===== config.mk =====
export PLATFORM = sky130hd
export DESIGN_NAME = rx_fsm
export DESIGN_NICKNAME = d
export VERILOG_FILES = /design/src/rtl/rx_fsm.sv
export SDC_FILE = /design/constraint.sdc
export NUM_CORES = 1
export LEC_CHECK = 0
export CORE_ASPECT_RATIO = 1.75
export CORE_MARGIN = 3
export CORE_UTILIZATION = 58
export CTS_CLUSTER_SIZE = 25
export DETAILED_ROUTE_END_ITERATION = 8
export GPL_TIMING_DRIVEN = 0
export PLACE_DENSITY = 0.8
export SLEW_MARGIN = 25
export SYNTH_ARGS = -nofsm -noshare
export SYNTH_HDL_FRONTEND = slang
export SYNTH_SLANG_ARGS = --single-unit

===== constraint.sdc =====
create_clock -name clk -period 3.3 [get_ports clk]
set_input_delay 0.66 -clock clk [delete_from_list [all_inputs] [get_ports clk]]
set_output_delay 0.66 -clock clk [all_outputs]
set_load 0.1 [all_outputs]

===== src/rtl/rx_fsm.sv =====
// Receive-side frame tracker: 16x oversampled start/data/parity/stop sequencing with
// three-sample majority bit voting and triple-redundant state and bit-counter registers.
module rx_fsm #(
   parameter logic [3:0]  BITNUMBER  = 4'd7,
   parameter int unsigned OVERSAMPLE = 16
) (
   input  logic       clk,
   input  logic       rst,
   input  logic       p_Enable_i,
   input  logic       p_SampleSig_i,
   input  logic       Rx_i,
   input  logic       ParityEnable_i,
   input  logic       ParityOdd_i,
   output logic [4:0] State_o,
   output logic [3:0] BitCounter_o,
   output logic [7:0] Byte_o,
   output logic       p_ByteValid_o,
   output logic       p_ParityErr_o,
   output logic       p_FrameErr_o
);

   localparam int unsigned     SC_W    = $clog2(OVERSAMPLE);
   localparam logic [SC_W-1:0] SC_S7   = SC_W'(7);
   localparam logic [SC_W-1:0] SC_S8   = SC_W'(8);
   localparam logic [SC_W-1:0] SC_S9   = SC_W'(9);
   localparam logic [SC_W-1:0] SC_LAST = SC_W'(OVERSAMPLE - 1);

   typedef enum logic [4:0] {
      ST_INTERVAL  = 5'b00001,
      ST_STARTBIT  = 5'b00010,
      ST_DATABITS  = 5'b00100,
      ST_PARITYBIT = 5'b01000,
      ST_STOPBIT   = 5'b10000
   } state_t;

   state_t          r_state_a, r_state_b, r_state_c;
   logic [3:0]      r_bc_a, r_bc_b, r_bc_c;
   logic            r_rx_meta, r_rxs;
   logic [SC_W-1:0] r_sc;
   logic            r_s7, r_s8;
   logic [7:0]      r_shift;
   logic            r_par_en, r_par_odd, r_perr;
   logic [7:0]      r_byte;
   logic            r_valid, r_perr_o, r_ferr;

   logic [4:0]      w_state;
   logic [3:0]      w_bc;
   logic            w_vote, w_mid, w_last;
   state_t          w_state_nxt;
   logic [3:0]      w_bc_nxt;
   logic [SC_W-1:0] w_sc_nxt;
   logic            w_start, w_data_wr, w_par_wr, w_done;

   // Bitwise 2-of-3 vote across the redundant copies
   assign w_state = (r_state_a & r_state_b) | (r_state_a & r_state_c) | (r_state_b & r_state_c);
   assign w_bc    = (r_bc_a & r_bc_b) | (r_bc_a & r_bc_c) | (r_bc_b & r_bc_c);

   assign w_vote = (r_s7 & r_s8) | (r_s7 & r_rxs) | (r_s8 & r_rxs);
   assign w_mid  = p_SampleSig_i && (r_sc == SC_S9);
   assign w_last = p_SampleSig_i && (r_sc == SC_LAST);

   always_comb begin
      w_state_nxt = state_t'(w_state);
      w_bc_nxt    = 4'd0;
      w_sc_nxt    = r_sc;
      w_start     = 1'b0;
      w_data_wr   = 1'b0;
      w_par_wr    = 1'b0;
      w_done      = 1'b0;
      if (p_SampleSig_i && (w_state != ST_INTERVAL)) begin
         w_sc_nxt = r_sc + SC_W'(1);
      end
      case (w_state)
         ST_INTERVAL: begin
            if (p_SampleSig_i && !r_rxs && p_Enable_i) begin
               w_state_nxt = ST_STARTBIT;
               w_sc_nxt    = '0;
               w_start     = 1'b1;
            end
         end
         ST_STARTBIT: begin
            if (w_mid && w_vote) begin
               w_state_nxt = ST_INTERVAL;
            end else if (w_last) begin
               w_state_nxt = ST_DATABITS;
            end
         end
         ST_DATABITS: begin
            w_bc_nxt  = w_bc;
            w_data_wr = w_mid;
            if (w_last) begin
               if (w_bc < BITNUMBER) begin
                  w_bc_nxt = w_bc + 4'd1;
               end else begin
                  w_bc_nxt    = 4'd0;
                  w_state_nxt = r_par_en ? ST_PARITYBIT : ST_STOPBIT;
               end
            end
         end
         ST_PARITYBIT: begin
            w_par_wr = w_mid;
            if (w_last) begin
               w_state_nxt = ST_STOPBIT;
            end
         end
         ST_STOPBIT: begin
            // Leave half a bit early so the next start edge can be caught
            if (w_mid) begin
               w_state_nxt = ST_INTERVAL;
               w_done      = 1'b1;
            end
         end
         default: w_state_nxt = ST_INTERVAL;
      endcase
      // Disable aborts any frame in flight, including one finishing this cycle
      if (!p_Enable_i && (w_state != ST_INTERVAL)) begin
         w_state_nxt = ST_INTERVAL;
         w_bc_nxt    = 4'd0;
         w_data_wr   = 1'b0;
         w_par_wr    = 1'b0;
         w_done      = 1'b0;
      end
   end

   always_ff @(posedge clk) begin
      if (rst) begin
         r_rx_meta <= 1'b1;
         r_rxs     <= 1'b1;
         r_state_a <= ST_INTERVAL;
         r_state_b <= ST_INTERVAL;
         r_state_c <= ST_INTERVAL;
         r_bc_a    <= 4'd0;
         r_bc_b    <= 4'd0;
         r_bc_c    <= 4'd0;
         r_sc      <= '0;
         r_s7      <= 1'b1;
         r_s8      <= 1'b1;
         r_shift   <= 8'd0;
         r_par_en  <= 1'b0;
         r_par_odd <= 1'b0;
         r_perr    <= 1'b0;
         r_byte    <= 8'd0;
         r_valid   <= 1'b0;
         r_perr_o  <= 1'b0;
         r_ferr    <= 1'b0;
      end else begin
         r_rx_meta <= Rx_i;
         r_rxs     <= r_rx_meta;
         r_state_a <= w_state_nxt;
         r_state_b <= w_state_nxt;
         r_state_c <= w_state_nxt;
         r_bc_a    <= w_bc_nxt;
         r_bc_b    <= w_bc_nxt;
         r_bc_c    <= w_bc_nxt;
         r_sc      <= w_sc_nxt;
         if (p_SampleSig_i && (r_sc == SC_S7)) begin
            r_s7 <= r_rxs;
         end
         if (p_SampleSig_i && (r_sc == SC_S8)) begin
            r_s8 <= r_rxs;
         end
         if (w_start) begin
            r_shift   <= 8'd0;
            r_par_en  <= ParityEnable_i;
            r_par_odd <= ParityOdd_i;
            r_perr    <= 1'b0;
         end
         if (w_data_wr) begin
            r_shift[w_bc[2:0]] <= w_vote;
         end
         if (w_par_wr) begin
            r_perr <= ((^r_shift) ^ w_vote) != r_par_odd;
         end
         r_valid  <= w_done;
         r_perr_o <= w_done & r_par_en & r_perr;
         r_ferr   <= w_done & ~w_vote;
         if (w_done) begin
            r_byte <= r_shift;
         end
      end
   end

   assign State_o       = w_state;
   assign BitCounter_o  = w_bc;
   assign Byte_o        = r_byte;
   assign p_ByteValid_o = r_valid;
   assign p_ParityErr_o = r_perr_o;
   assign p_FrameErr_o  = r_ferr;

endmodule


==> impl_metrics.toml <==
[global_routing]
overflow = 0
antenna_found_initial = 0
grt_max_degree = 14
grt_pass1_wl_um = 7360
grt_util_all_layers = 0.239
grt_pass1_vias = 1670

[critical_path]
crit_buf_inv = 1
cp-start-kind = "register"
r2r_cells = 6
cp.arrival_ns = 2.01
crit_chain = "clkdlybuf4s50_1"
cp_slowest_stage_delay_ns = 1.20
worst_setup_path_end_kind = "primary output"
crit_type = "reg2out"
cp.required_ns = 2.64
path_max_fanout = 9
rr_endpoint = "r_state_c[1]"
critPathSlowestCell = "clkdlybuf4s50_1"
r2r_start = "r_sc[1]"
rrSetupSlack_ns = 1.41
cp_top_family = "buffers and inverters"

[timing]
slew_viol_final = 0
setup_tns_ns = 0
fmax_mhz = 375
hold_violations = 0
final.setup.worst_slack_ns = 0.634
finalCritPeriodShare = 0.808
max-slew-margin-rel = 0.344
worstMarginPinSlew_ns = 0.980
rsz0062_at_grt = "no"
setup_viol = 0
skew_ns = 0.00684
period_needed_ns = 2.67

[min_path]
hold_path.class = "reg2reg"
hold_depth = 1
holdPathEnd = "r_rxs"
hp-start = "r_rx_meta"

[power]
ir_drop_uv = 378
p_leak_nw = 0.878
powerDensity_nw_per_um2 = 369

[flow_run]
maxCapViolCount = 0

[detailed_routing]
drc = 0
num_vias = 1635
wire_per_inst_um = 16.2
drt-initial-drc-count = 28
ant_nets = 0
wl_um = 4490
routed_via_density = 5.90
firstDrtPassIters = 4

[clock_tree]
clk_latency_ns = 0.29
htreeDepth = 2
post-cts-setup-buffers = 0
clkTransAtPathRegs_ns = 0.08
cts-buffers-inserted = 5
cts_resized = 0
clockRootBuffer = "clkbuf_8"
clk_path_buf_depth = 2
cts_tree = "yes"
hold_buffers = 0
numClockSinks = 39

[synth]
synth_mux_area_frac = 0.0783
synthAdderAreaFrac = 0.0320
synthArstFlopShare = 0
synth-compound-area-share = 0.132
ys_warn_count = 0
synth_nets = 212
synth_flop_cell = "dfxtp_1"
yosysUniqueCellTypes = 48
synthSimpleGateAreaFrac = 0.260
synth_top_family_by_area = "simple AND/OR/NAND/NOR gates"
synth_xor_area_frac = 0.0574
synth_seq_cells = 39
netlist_area_um2 = 1920
avgSynthCellArea_um2 = 9.54
synth_edf_count = 0
synth_seq_area_share = 0.407
synth_cells = 201

[final_layout]
fill_cells = 250
drive_gt1_frac = 0.0940
multi_input_area_um2 = 1070
fin_nets = 244
seqCellArea_um2 = 781
diodes = 0
mostFrequentLayoutCell = "dfxtp_1"
final_cells = 277
area_delta_synth_final_pct = 21.0
final_cell_mix = "dfxtp_1, clkdlybuf4s50_1, nor2_1, mux2i_1"

[die]
core.rowCount = 27
die_h_um = 82.1
core-area_um2 = 3140
fp.dieW_um = 49.5
pin_count = 27
start_util = 0.610
dieArea_um2 = 4060

[place]
dpl_worst_slack_ns = 0.890
port_buffers = 25
dp_hpwl_um = 3520
gp_congestion = 0.874
dpl.cell_count = 269

[status]
status = "finished, final reports clean"
cells in the mapped netlist, drive strengths merged (2+ instances only):
master   n  area, um^2
dfxtp   39         781
o21ai    3        15.0
nor2    20        75.1
nand3    6        30.0
nor4     6        58.8
o211ai   3        22.5
nand2b   5        31.3
mux2i   15         150
and2b    2        15.0
clkbuf   5        18.8
nor2b    4        25.0
o31ai    4        30.0
nor3b    3        22.5
o311ai   2        17.5
or3      4        25.0
a21oi   10        53.8
buf      3        21.3
nor3     4        20.0
nand2    9        33.8
a211o    2        17.5
or2      3        21.3
a211oi   3        22.5
ha       4        50.1
xor2     3        26.3
nand4    5        31.3
inv      6        22.5
nand4b   4        35.0
o21bai   2        15.0
nor4b    2        30.0
xnor2    7        61.3
final cells by class:
cell class	instances	share of cell area
buffer	8	0.0173
clock buffer	6	0.0356
clock inverter	2	0.00701
inverter	6	0.00971
multi-input combinational	148	0.463
sequential	39	0.337
tap	43	0.0232
timing repair buffer	25	0.108
routing by layer:
metal | vias up | global-route usage | part of all wire
li1 | 801 | - | -
met1 | 795 | 0.223 | 0.37
met2 | 29 | 0.483 | 0.59
met3 | 10 | 0.0472 | 0.021
met4 | 0 | 0.119 | 0.023
met5 | - | 0 | 0
power breakdown:
| group | internal (mW) | switching [mW] |
|---|---|---|
| logic | 0.0155 | 0.0254 |
| clock network | 0.170 | 0.169 |
| registers | 0.473 | 0.00246 |
through the flow:
step           instance area [um^2]  utilization  hold slack, ns  power [mW]
6_report                       2320        0.738           0.420       0.855
5_1_grt                        2320        0.738           0.451       0.880
4_1_cts                        2320        0.738           0.422       0.862
3_5_place_dp                   2220        0.707           0.399       0.526
3_3_place_gp                   2220        0.707           0.398       0.526
2_1_floorplan                  1920            -           0.389       0.511
registers in the layout (all words and copies together) (netlist names):
register       count
Byte_o             8
p_ByteValid_o      1
p_FrameErr_o       1
p_ParityErr_o      1
r_bc_c             4
r_par_en           1
r_par_odd          1
r_perr             1
r_rx_meta          1
r_rxs              1
r_s7               1
r_s8               1
r_sc               4
r_shift            8
r_state_c          5
worst max path at each step:
stage | start | to | slack, ns | cells past startpoint
global route | r_state_c[2] | State_o[2] | 0.57 | 1
detailed placement | p_Enable_i | r_shift[5] | 0.89 | 5
CTS | r_state_c[2] | State_o[2] | 0.63 | 1
floorplan | r_state_c[3] | r_state_c[0] | 1.08 | 4
global placement | p_Enable_i | r_shift[4] | 0.95 | 5
finish | r_bc_c[1] | BitCounter_o[1] | 0.63 | 1
kinds of logic after synthesis:
kind of cell | Yosys count
xor gates and xnor gates | 11
AOI/OAI and AO/OA | 35
buffers and inverters | 14
and+or+nand+nor | 82
adders and majority gates | 5
DFF | 39
muxes | 15
Note: power is estimated with default switching activity, not from simulation.
